### config.mk
export PLATFORM = sky130hd
export DESIGN_NAME = m_memarb
export DESIGN_NICKNAME = d
export VERILOG_FILES = /design/src/rtl/m_memarb.sv
export SDC_FILE = /design/constraint.sdc
export NUM_CORES = 1
export LEC_CHECK = 0
export ABC_AREA = 1
export BUFFER_PORTS_ARGS = -buffer_cell sky130_fd_sc_hd__buf_4
export CAP_MARGIN = 20
export CORE_MARGIN = 4
export CORE_UTILIZATION = 35
export DETAILED_ROUTE_END_ITERATION = 8
export HOLD_SLACK_MARGIN = 0.12
export PLACE_DENSITY_LB_ADDON = 0.12
export SLEW_MARGIN = 5
export SYNTH_ARGS = -nofsm -noshare
export SYNTH_HDL_FRONTEND = slang
export SYNTH_SLANG_ARGS = --single-unit
### constraint.sdc
create_clock -name w_clk -period 1.5 [get_ports w_clk]
set_clock_uncertainty 0.2 [all_clocks]
set_input_delay 0.075 -clock w_clk [delete_from_list [all_inputs] [get_ports w_clk]]
set_output_delay 0.075 -clock w_clk [all_outputs]
set_load 0.01 [all_outputs]
### src/rtl/m_memarb.sv
// m_memarb: single-port memory arbiter shared by the IF and MEM stages.
// Build option: define MEMARB_STARVE_EN to bound instruction-port starvation.
module m_memarb #(
  parameter int AW         = 12,
  parameter int DW         = 32,
  parameter int STARVE_MAX = 4
) (
  input  logic          w_clk,
  input  logic          w_rst,
  input  logic          w_ireq,
  input  logic [AW-1:0] w_iaddr,
  output logic          w_igrant,
  output logic          r_ivalid,
  output logic [DW-1:0] w_irdata,
  input  logic          w_dreq,
  input  logic          w_dwe,
  input  logic [AW-1:0] w_daddr,
  input  logic [DW-1:0] w_dwdata,
  output logic          w_dgrant,
  output logic          r_dvalid,
  output logic [DW-1:0] w_drdata,
  output logic          w_stall_if,
  output logic [AW-1:0] w_maddr,
  output logic          w_mwe,
  output logic [DW-1:0] w_mdin,
  input  logic [DW-1:0] w_mrdata,
  output logic [31:0]   r_conflicts
);

  localparam logic OWN_D = 1'b0;
  localparam logic OWN_I = 1'b1;

  logic w_both;
  logic w_pick_i;
  logic r_own;
  logic r_busy;

  assign w_both = w_ireq & w_dreq;

`ifdef MEMARB_STARVE_EN
  localparam int SW = $clog2(STARVE_MAX + 1);
  localparam logic [SW-1:0] SMAX = SW'(STARVE_MAX);

  logic [SW-1:0] r_starve;

  // Instruction port overrides data priority once its wait hits the cap.
  assign w_pick_i = w_both & (r_starve == SMAX);

  always_ff @(posedge w_clk or posedge w_rst) begin
    if (w_rst) begin
      r_starve <= '0;
    end else if (!w_ireq || w_igrant) begin
      r_starve <= '0;
    end else if (w_dgrant) begin
      r_starve <= r_starve + 1'b1;
    end
  end
`else
  // Strict data priority; the cap only matters in the starvation build.
  assign w_pick_i = w_both & (STARVE_MAX < 0);
`endif

  assign w_igrant   = ~w_rst & w_ireq & (~w_dreq | w_pick_i);
  assign w_dgrant   = ~w_rst & w_dreq & ~w_pick_i;
  assign w_stall_if = w_ireq & ~w_igrant;

  always_comb begin
    w_maddr = '0;
    w_mwe   = 1'b0;
    w_mdin  = '0;
    unique case (1'b1)
      w_igrant: begin
        w_maddr = w_iaddr;
      end
      w_dgrant: begin
        w_maddr = w_daddr;
        w_mwe   = w_dwe;
        w_mdin  = w_dwdata;
      end
      default: begin
        w_maddr = '0;
      end
    endcase
  end

  always_ff @(posedge w_clk or posedge w_rst) begin
    if (w_rst) begin
      r_own       <= OWN_D;
      r_busy      <= 1'b0;
      r_conflicts <= '0;
    end else begin
      r_busy <= w_igrant | w_dgrant;
      if (w_igrant) begin
        r_own <= OWN_I;
      end else if (w_dgrant) begin
        r_own <= OWN_D;
      end
      if (w_both) begin
        r_conflicts <= r_conflicts + 32'd1;
      end
    end
  end

  assign r_ivalid = r_busy & (r_own == OWN_I);
  assign r_dvalid = r_busy & (r_own == OWN_D);
  assign w_irdata = w_mrdata;
  assign w_drdata = w_mrdata;

endmodule

==> summary.txt, run 1 <==
Run status
  – Run status: finished, violations left
  – Failing checks: hold timing, setup timing

Cells and area
  – Fin cells: 661
  – Net count of the finished layout: 652
  – Fraction of layout instances using a drive strength above 1: 45.4%
  – Total inserted antenna cells: 0
  – P&R area growth vs syn: 57.9%
  – Non-Filler Cell Area, Final: 4450 um^2

STA
  – Number of hold violations in the final report: 2
  – Final Worst Setup Slack: -0.0580 ns
  – Clock period minus final worst setup slack: 1.56 ns
  – Timing-limited maximum frequency: 0.642 GHz
  – Worst hold margin: -0.0295 ns
  – Final number of setup-violating endpoints: 9
  – Max transition margin: 69.2%
  – Setup repair after global routing missed its margin: true
  – Fin crit share: 104%
  – Max-slew violation count: 0
  – Slew at the pin with the worst max-slew slack: 0.462 ns

GRT
  – Antenna violations before repair: 0
  – Largest net degree at the start of global routing: 35
  – Aggregate global-route resource usage: 21.2%
  – Remaining global-route overflow: 0
  – Global-route wire length before repair: 16100 um
  – Via count of the first global-routing pass: 2920

Clock network
  – Number of clock buffers inserted by TritonCTS: 5
  – Number of H-tree branching levels: 2
  – Hold_buf cts: 35
  – Number of buffers on the longest clock path: 2
  – Clock root buffer: sky130_fd_sc_hd__clkbuf_8
  – Clock network latency to the later pin of the worst-skew pair: 0.28 ns
  – Clock transition at path regs: 0.08 ns
  – TritonCTS clock tree: done
  – Clk sinks: 34

Synthesis
  – Top flip-flop cell by instance count after synthesis: sky130_fd_sc_hd__dfrtp_1
  – Flip-flop and latch count after synthesis: 34
  – Most instantiated cells after synthesis: sky130_fd_sc_hd__nand2_1, sky130_fd_sc_hd__buf_4, sky130_fd_sc_hd__inv_1, sky130_fd_sc_hd__nor2_1, sky130_fd_sc_hd__dfrtp_1
  – Mapped Nets: 485
  – Most area-hungry cell type in the Yosys netlist: sky130_fd_sc_hd__dfrtp_1
  – Synthesized area per cell: 7.21 um^2
  – Most frequently used cell type in the post-synthesis netlist: sky130_fd_sc_hd__nand2_1
  – Adder-cell share of the synthesized area: 0.444%
  – Count of synthesis-stage warnings from yosys: 0
  – Post-synthesis xor/xnor area fraction: 5.86%
  – Multiplexer area fraction after synthesis: 0%
  – EDFF count, synth: 0
  – Proportion of netlist area held by the largest area contributor: 30.2%
  – Share of async-settable or async-resettable flops after synthesis: 100%
  – Cells taking the most area after synthesis: sky130_fd_sc_hd__dfrtp_1, sky130_fd_sc_hd__buf_4, sky130_fd_sc_hd__nand2_1, sky130_fd_sc_hd__inv_1, sky130_fd_sc_hd__nor2_1
  – Basic-gate share of the synthesized area counting and, or, nand and nor cells: 33.1%
  – Synthesized cell area: 2820 um^2
  – Synthesized-area fraction occupied by ao, oa, aoi and oai cells: 4.08%
  – Main combinational cell family by area after synthesis: simple AND/OR/NAND/NOR gates
  – Number of different library cells in the post-synthesis netlist: 28
  – Count of mapped cells out of synthesis: 391
  – Sequential-to-total area share from yosys stat: 30.2%

Drt
  – DR DRC count: 0
  – Starting DRT DRC Count: 150
  – Remaining antenna violation count: 0
  – Via density: 4.34
  – Routed wire per std cell: 16.0 um
  – Vias post-DR: 2868
  – Number of optimization iterations in the first detailed-route pass: 4
  – Sum of routed wire length over all layers: 10600 um

Floorplanning
  – Number of primary I/O pins: 239
  – Site row count: 32
  – Die Footprint: 9560 um^2
  – Initial core utilization: 36.3%
  – Vertical extent of the die: 97.8 um
  – Total core area: 7770 um^2
  – Die X-Extent: 97.8 um

Worst setup path
  – Required time at the endpoint of the critical path: 1.48 ns
  – Setup slack on the worst flop-to-flop path: -0.06 ns
  – Critical Path Source: r_conflicts[0]
  – Crit path max fanout: 5
  – Critical register-to-register path startpoint: r_conflicts[0]
  – Worst Path Class, Setup: reg -> reg
  – Startpoint types: flip-flop
  – Arrival @ worst endpoint: 1.54 ns
  – Critical path endpoint category: flip-flop

Power
  – PnR Total Power: 3.07 mW
  – Worst voltage drop across the vdd grid: 0.000390 V
  – Power per standard cell area: 689 nW/um^2
  – Leak Pwr: 2.43 nW

Placed design
  – Count of buffers inserted at the top-level ports: 142
  – Placed standard-cell area: 3810 um^2
  – Dpl cells: 604
  – Setup slack at placement: -0.0509 ns
  – Routability congestion estimate from global placement: 0.891
  – Total half-perimeter wirelength after legalization and detailed placement: 8360 um

Flow run
  – # Max-Cap Violations: 0

Min path
  – Worst Min Path Start: w_ireq
  – Type of the worst min-delay path: in -> reg
[through the flow]
stage                     setup TNS, ns  utilization [%]
final                            -0.234             57.3
after detailed placement         -0.187             49.1
after global placement          -0.0127             49.1
after global routing              -1.97             57.3
after CTS                        -0.119             55.4
after floorplan                  -0.195                -
[critical path: stages (launching register included)]
cell and delay, ns:
sky130_fd_sc_hd__dfrtp_1 0.39, sky130_fd_sc_hd__ha_2 0.20, sky130_fd_sc_hd__nand3_2 0.10, sky130_fd_sc_hd__nor2_4 0.16
sky130_fd_sc_hd__nand2_4 0.10, sky130_fd_sc_hd__nor2_8 0.13, sky130_fd_sc_hd__nand2_1 0.06, sky130_fd_sc_hd__nand2_1 0.05
sky130_fd_sc_hd__nand2_1 0.04
[metal layers]
| layer | vias to the layer above | GRT usage [%] | wire, um |
|---|---|---|---|
| li1 | 1450 | - | - |
| met1 | 1296 | 27.6 | 4640 |
| met2 | 110 | 36.6 | 5380 |
| met3 | 12 | 4.07 | 445 |
| met4 | 0 | 4.79 | 146 |
| met5 | - | 0 | 0 |
[flip-flops by register name, summed over array words and instances (netlist names)]
register,flops
r_conflicts,32
r_busy,1
r_own,1
[where the power goes]
group | internal (mW) | total (mW) | switching (mW)
Clock | 0.369 | 0.727 | 0.358
Combinational | 0.663 | 1.22 | 0.562
Sequential | 1.01 | 1.12 | 0.108
Total | 2.04 | 3.07 | 1.03
[timing repair]
item                                    in CTS  in global routing
endpoints found under the hold margin      105                  4
endpoints found under the setup margin      10                 26
pin swaps                                    3                  6
buffers inserted                             4                 10
resized for setup                            4                 25
[layout make-up]
class | count | area [um^2]
Clock buffer | 6 | 82.6
Clock inverter | 2 | 12.5
Fill cell | 757 | 3320
Inverter | 64 | 240
Multi-Input combinational cell | 224 | 1330
Sequential cell | 34 | 857
Tap cell | 102 | 128
Timing Repair Buffer | 229 | 1810
[cell usage in the layout (no fill, tap or decap)]
cell	netlist	layout
sky130_fd_sc_hd__dfrtp_1	34	29
sky130_fd_sc_hd__nor2_4	7	14
sky130_fd_sc_hd__inv_1	61	59
sky130_fd_sc_hd__dfrtp_2	0	5
sky130_fd_sc_hd__xor2_1	12	12
sky130_fd_sc_hd__nand3_2	3	3
sky130_fd_sc_hd__nor2_2	6	7
sky130_fd_sc_hd__xnor2_1	5	3
sky130_fd_sc_hd__nor3_1	6	6
sky130_fd_sc_hd__dlygate4sd3_1	0	35
sky130_fd_sc_hd__and2_1	1	1
sky130_fd_sc_hd__xor2_2	1	1
sky130_fd_sc_hd__ha_2	0	1
sky130_fd_sc_hd__a22o_1	12	12
sky130_fd_sc_hd__clkinvlp_4	0	1
sky130_fd_sc_hd__nand3_1	12	11
sky130_fd_sc_hd__o21ai_1	1	2
sky130_fd_sc_hd__nand2_2	2	7
sky130_fd_sc_hd__clkinv_2	0	1
sky130_fd_sc_hd__nand2_4	2	2
sky130_fd_sc_hd__nand3b_1	7	7
sky130_fd_sc_hd__nand3_4	2	3
sky130_fd_sc_hd__buf_4	64	194
sky130_fd_sc_hd__nand2_1	76	71
sky130_fd_sc_hd__xnor2_2	0	2
sky130_fd_sc_hd__inv_2	3	5
sky130_fd_sc_hd__nor2_8	1	1
sky130_fd_sc_hd__nor3_2	1	1
sky130_fd_sc_hd__nor2_1	61	53
sky130_fd_sc_hd__clkbuf_8	0	6
sky130_fd_sc_hd__nand4_1	4	4
[path summary, 6_finish.rpt]
check,endpoint,depth (start not counted)
max in group asynchronous,r_conflicts[18],4
hold / removal,r_conflicts[1],4
min in group asynchronous,r_conflicts[0],4
hold reg to reg,r_conflicts[31],2
setup / recovery,r_conflicts[22],8
setup reg to reg,r_conflicts[22],8
[logic make-up after synthesis]
group,after synthesis
xor gates and xnor gates,18
buffers and inverters,133
adders and majority gates,1
AOI/OAI and AO/OA,14
DFF,34
and+or+nand+nor,191
Power figures use the tool's default switching activity.
==> run 2: changes to the inputs <==
CELL_PAD_IN_SITES_DETAIL_PLACEMENT = 0   (was unset)
CELL_PAD_IN_SITES_GLOBAL_PLACEMENT = 1   (was unset)
CORE_UTILIZATION = 23   (was 35)
==> run 2 against run 1 <==
Effect of this change: the run ends with setup timing left; power increased by 17%; die area increased by 47%; largest power group unchanged; count of clock-buffer cells in the layout increased by 2.
==> summary.txt, run 2 (same netlist as run 1, synthesis figures left out) <==
GRT
  – Via count of the first global-routing pass: 2871
  – Aggregate global-route resource usage: 13.7%
  – Remaining global-route overflow: 0
  – Global-route wire length before repair: 15700 um
  – Largest net degree at the start of global routing: 36
  – Antenna violations before repair: 0

Cells and area
  – Area taken by multi-input logic gates: 1370 um^2
  – Max FFs per register: 32
  – Most common cell after layout, fill and taps aside: sky130_fd_sc_hd__buf_4
  – Most frequent cells in the layout: sky130_fd_sc_hd__buf_4, sky130_fd_sc_hd__nand2_1, sky130_fd_sc_hd__inv_1
  – Total inserted antenna cells: 0
  – Register with the highest flop count: r_conflicts
  – Net count of the finished layout: 660
  – Register Area: 858 um^2
  – Fraction of layout instances using a drive strength above 1: 46.9%
  – P&R area growth vs syn: 66.6%
  – Leading registers by flop count: r_conflicts (32), r_busy (1), r_own (1)
  – Number of fillers in the final layout: 1271

STA
  – Setup repair after global routing missed its margin: true
  – Max-slew violation count: 0
  – Timing-limited maximum frequency: 0.630 GHz
  – Final Worst Setup Slack: -0.0885 ns
  – Worst hold margin: 0.0633 ns
  – Final number of setup-violating endpoints: 10
  – Clock period minus final worst setup slack: 1.59 ns
  – Max transition margin: 63.5%
  – Fin crit share: 106%
  – Slew at the pin with the worst max-slew slack: 0.546 ns
  – Number of hold violations in the final report: 0

Drt
  – Number of optimization iterations in the first detailed-route pass: 4
  – Routed wire per std cell: 14.2 um
  – Remaining antenna violation count: 0
  – Sum of routed wire length over all layers: 10100 um
  – Via density: 4.06
  – Starting DRT DRC Count: 76
  – Vias post-DR: 2900
  – DR DRC count: 0

Floorplanning
  – Vertical extent of the die: 119 um
  – Initial core utilization: 23.5%
  – Site row count: 40
  – Number of primary I/O pins: 239
  – Die X-Extent: 119 um
  – Die Footprint: 14100 um^2
  – Total core area: 12000 um^2

Worst setup path
  – Required time at the endpoint of the critical path: 1.50 ns
  – Crit path max fanout: 4
  – Crit path top cell by count: sky130_fd_sc_hd__nor2_4
  – Worst path max stage delay: 0.41 ns
  – Arrival @ worst endpoint: 1.59 ns
  – Slowest CP cell: sky130_fd_sc_hd__dfrtp_2
  – Startpoint types: flip-flop
  – Critical path, cell by cell: ha_4, inv_4, nor2_4, nand3_4, nor2_4, buf_6, xor2_1
  – Worst Path Class, Setup: reg -> reg
  – Critical path endpoint category: flip-flop

Placed design
  – Count of buffers inserted at the top-level ports: 142
  – Routability congestion estimate from global placement: 0.791
  – Total half-perimeter wirelength after legalization and detailed placement: 8010 um

Clock network
  – Number of clock buffers inserted by TritonCTS: 5
  – Number of H-tree branching levels: 2
  – Clock transition at path regs: 0.06 ns
  – Clock network latency to the later pin of the worst-skew pair: 0.28 ns
  – Number of buffers on the longest clock path: 2
  – Clk sinks: 34
  – Clock root buffer: sky130_fd_sc_hd__clkbuf_16
  – TritonCTS clock tree: done

Run status
  – Failing checks: setup timing
  – Run status: finished, violations left

Power
  – PnR Total Power: 3.58 mW
  – Power per standard cell area: 762 nW/um^2
  – Worst voltage drop across the vdd grid: 0.000402 V
  – Leak Pwr: 2.50 nW

Min path
  – Type of the worst min-delay path: in -> reg

Flow run
  – # Max-Cap Violations: 0
run 2: per-stage QoR:
stage	cells	instance area (um^2)	setup TNS (ns)	setup WS (ns)	util, %
after floorplan	391	2840	-0.195	-0.0586	-
after global placement	657	3930	-0.612	-0.110	32.7
after detailed placement	657	3930	-0.627	-0.101	32.7
after CTS	704	4490	-0.316	-0.0709	37.4
after global routing	714	4700	-1.78	-0.163	39.1
final	714	4700	-0.396	-0.0885	39.1
run 2: critical path, delay by kind of cell (launching register included):
family	cells	cell delay (ns)
adder cells (fa/ha/maj)	1	0.17
AND/OR/NAND/NOR	3	0.42
flip-flops	1	0.41
XOR/XNOR	1	0.13
buffers and inverters	2	0.16
run 2: power breakdown:
group	switching [mW]	total, mW	internal, mW
clock network	0.406	1.16	0.753
registers	0.121	1.14	1.02
logic	0.564	1.29	0.722
total	1.09	3.58	2.49
run 2: layout make-up:
| type | count | area share, % |
|---|---|---|
| Tap cell | 147 | 3.91 |
| Clock buffer | 8 | 3.54 |
| Multi-Input combinational cell | 224 | 29.0 |
| Inverter | 64 | 5.17 |
| Timing Repair Buffer | 237 | 40.1 |
| Sequential cell | 34 | 18.3 |
run 2: routing by layer:
| layer | wire (um) | GRT usage [%] | up-vias |
|---|---|---|---|
| met5 | 0 | 0 | - |
| met1 | 4190 | 16.9 | 1308 |
| li1 | - | - | 1463 |
| met2 | 5220 | 24.4 | 124 |
| met4 | 67 | 2.61 | 0 |
| met3 | 631 | 3.35 | 5 |
run 2: final timing paths:
kind                       slack [ns]  cells after the start         endpoint             from
setup / recovery                -0.09                      7  r_conflicts[20]   r_conflicts[1]
hold / removal                   0.06                      4   r_conflicts[2]           w_ireq
setup reg to reg                -0.09                      7  r_conflicts[20]   r_conflicts[1]
hold reg to reg                  0.31                      2  r_conflicts[31]  r_conflicts[31]
max in group asynchronous        0.64                      4  r_conflicts[26]            w_rst
min in group asynchronous        0.23                      4  r_conflicts[30]            w_rst
run 2: repair_timing:
item | in CTS | in global routing
setup buffers | 3 | 9
gates resized for setup | 6 | 35
endpoints found under the setup margin | 19 | 25
hold endpoints to repair | 104 | 1
pin swaps | 4 | 10
hold buffers | 36 | 1
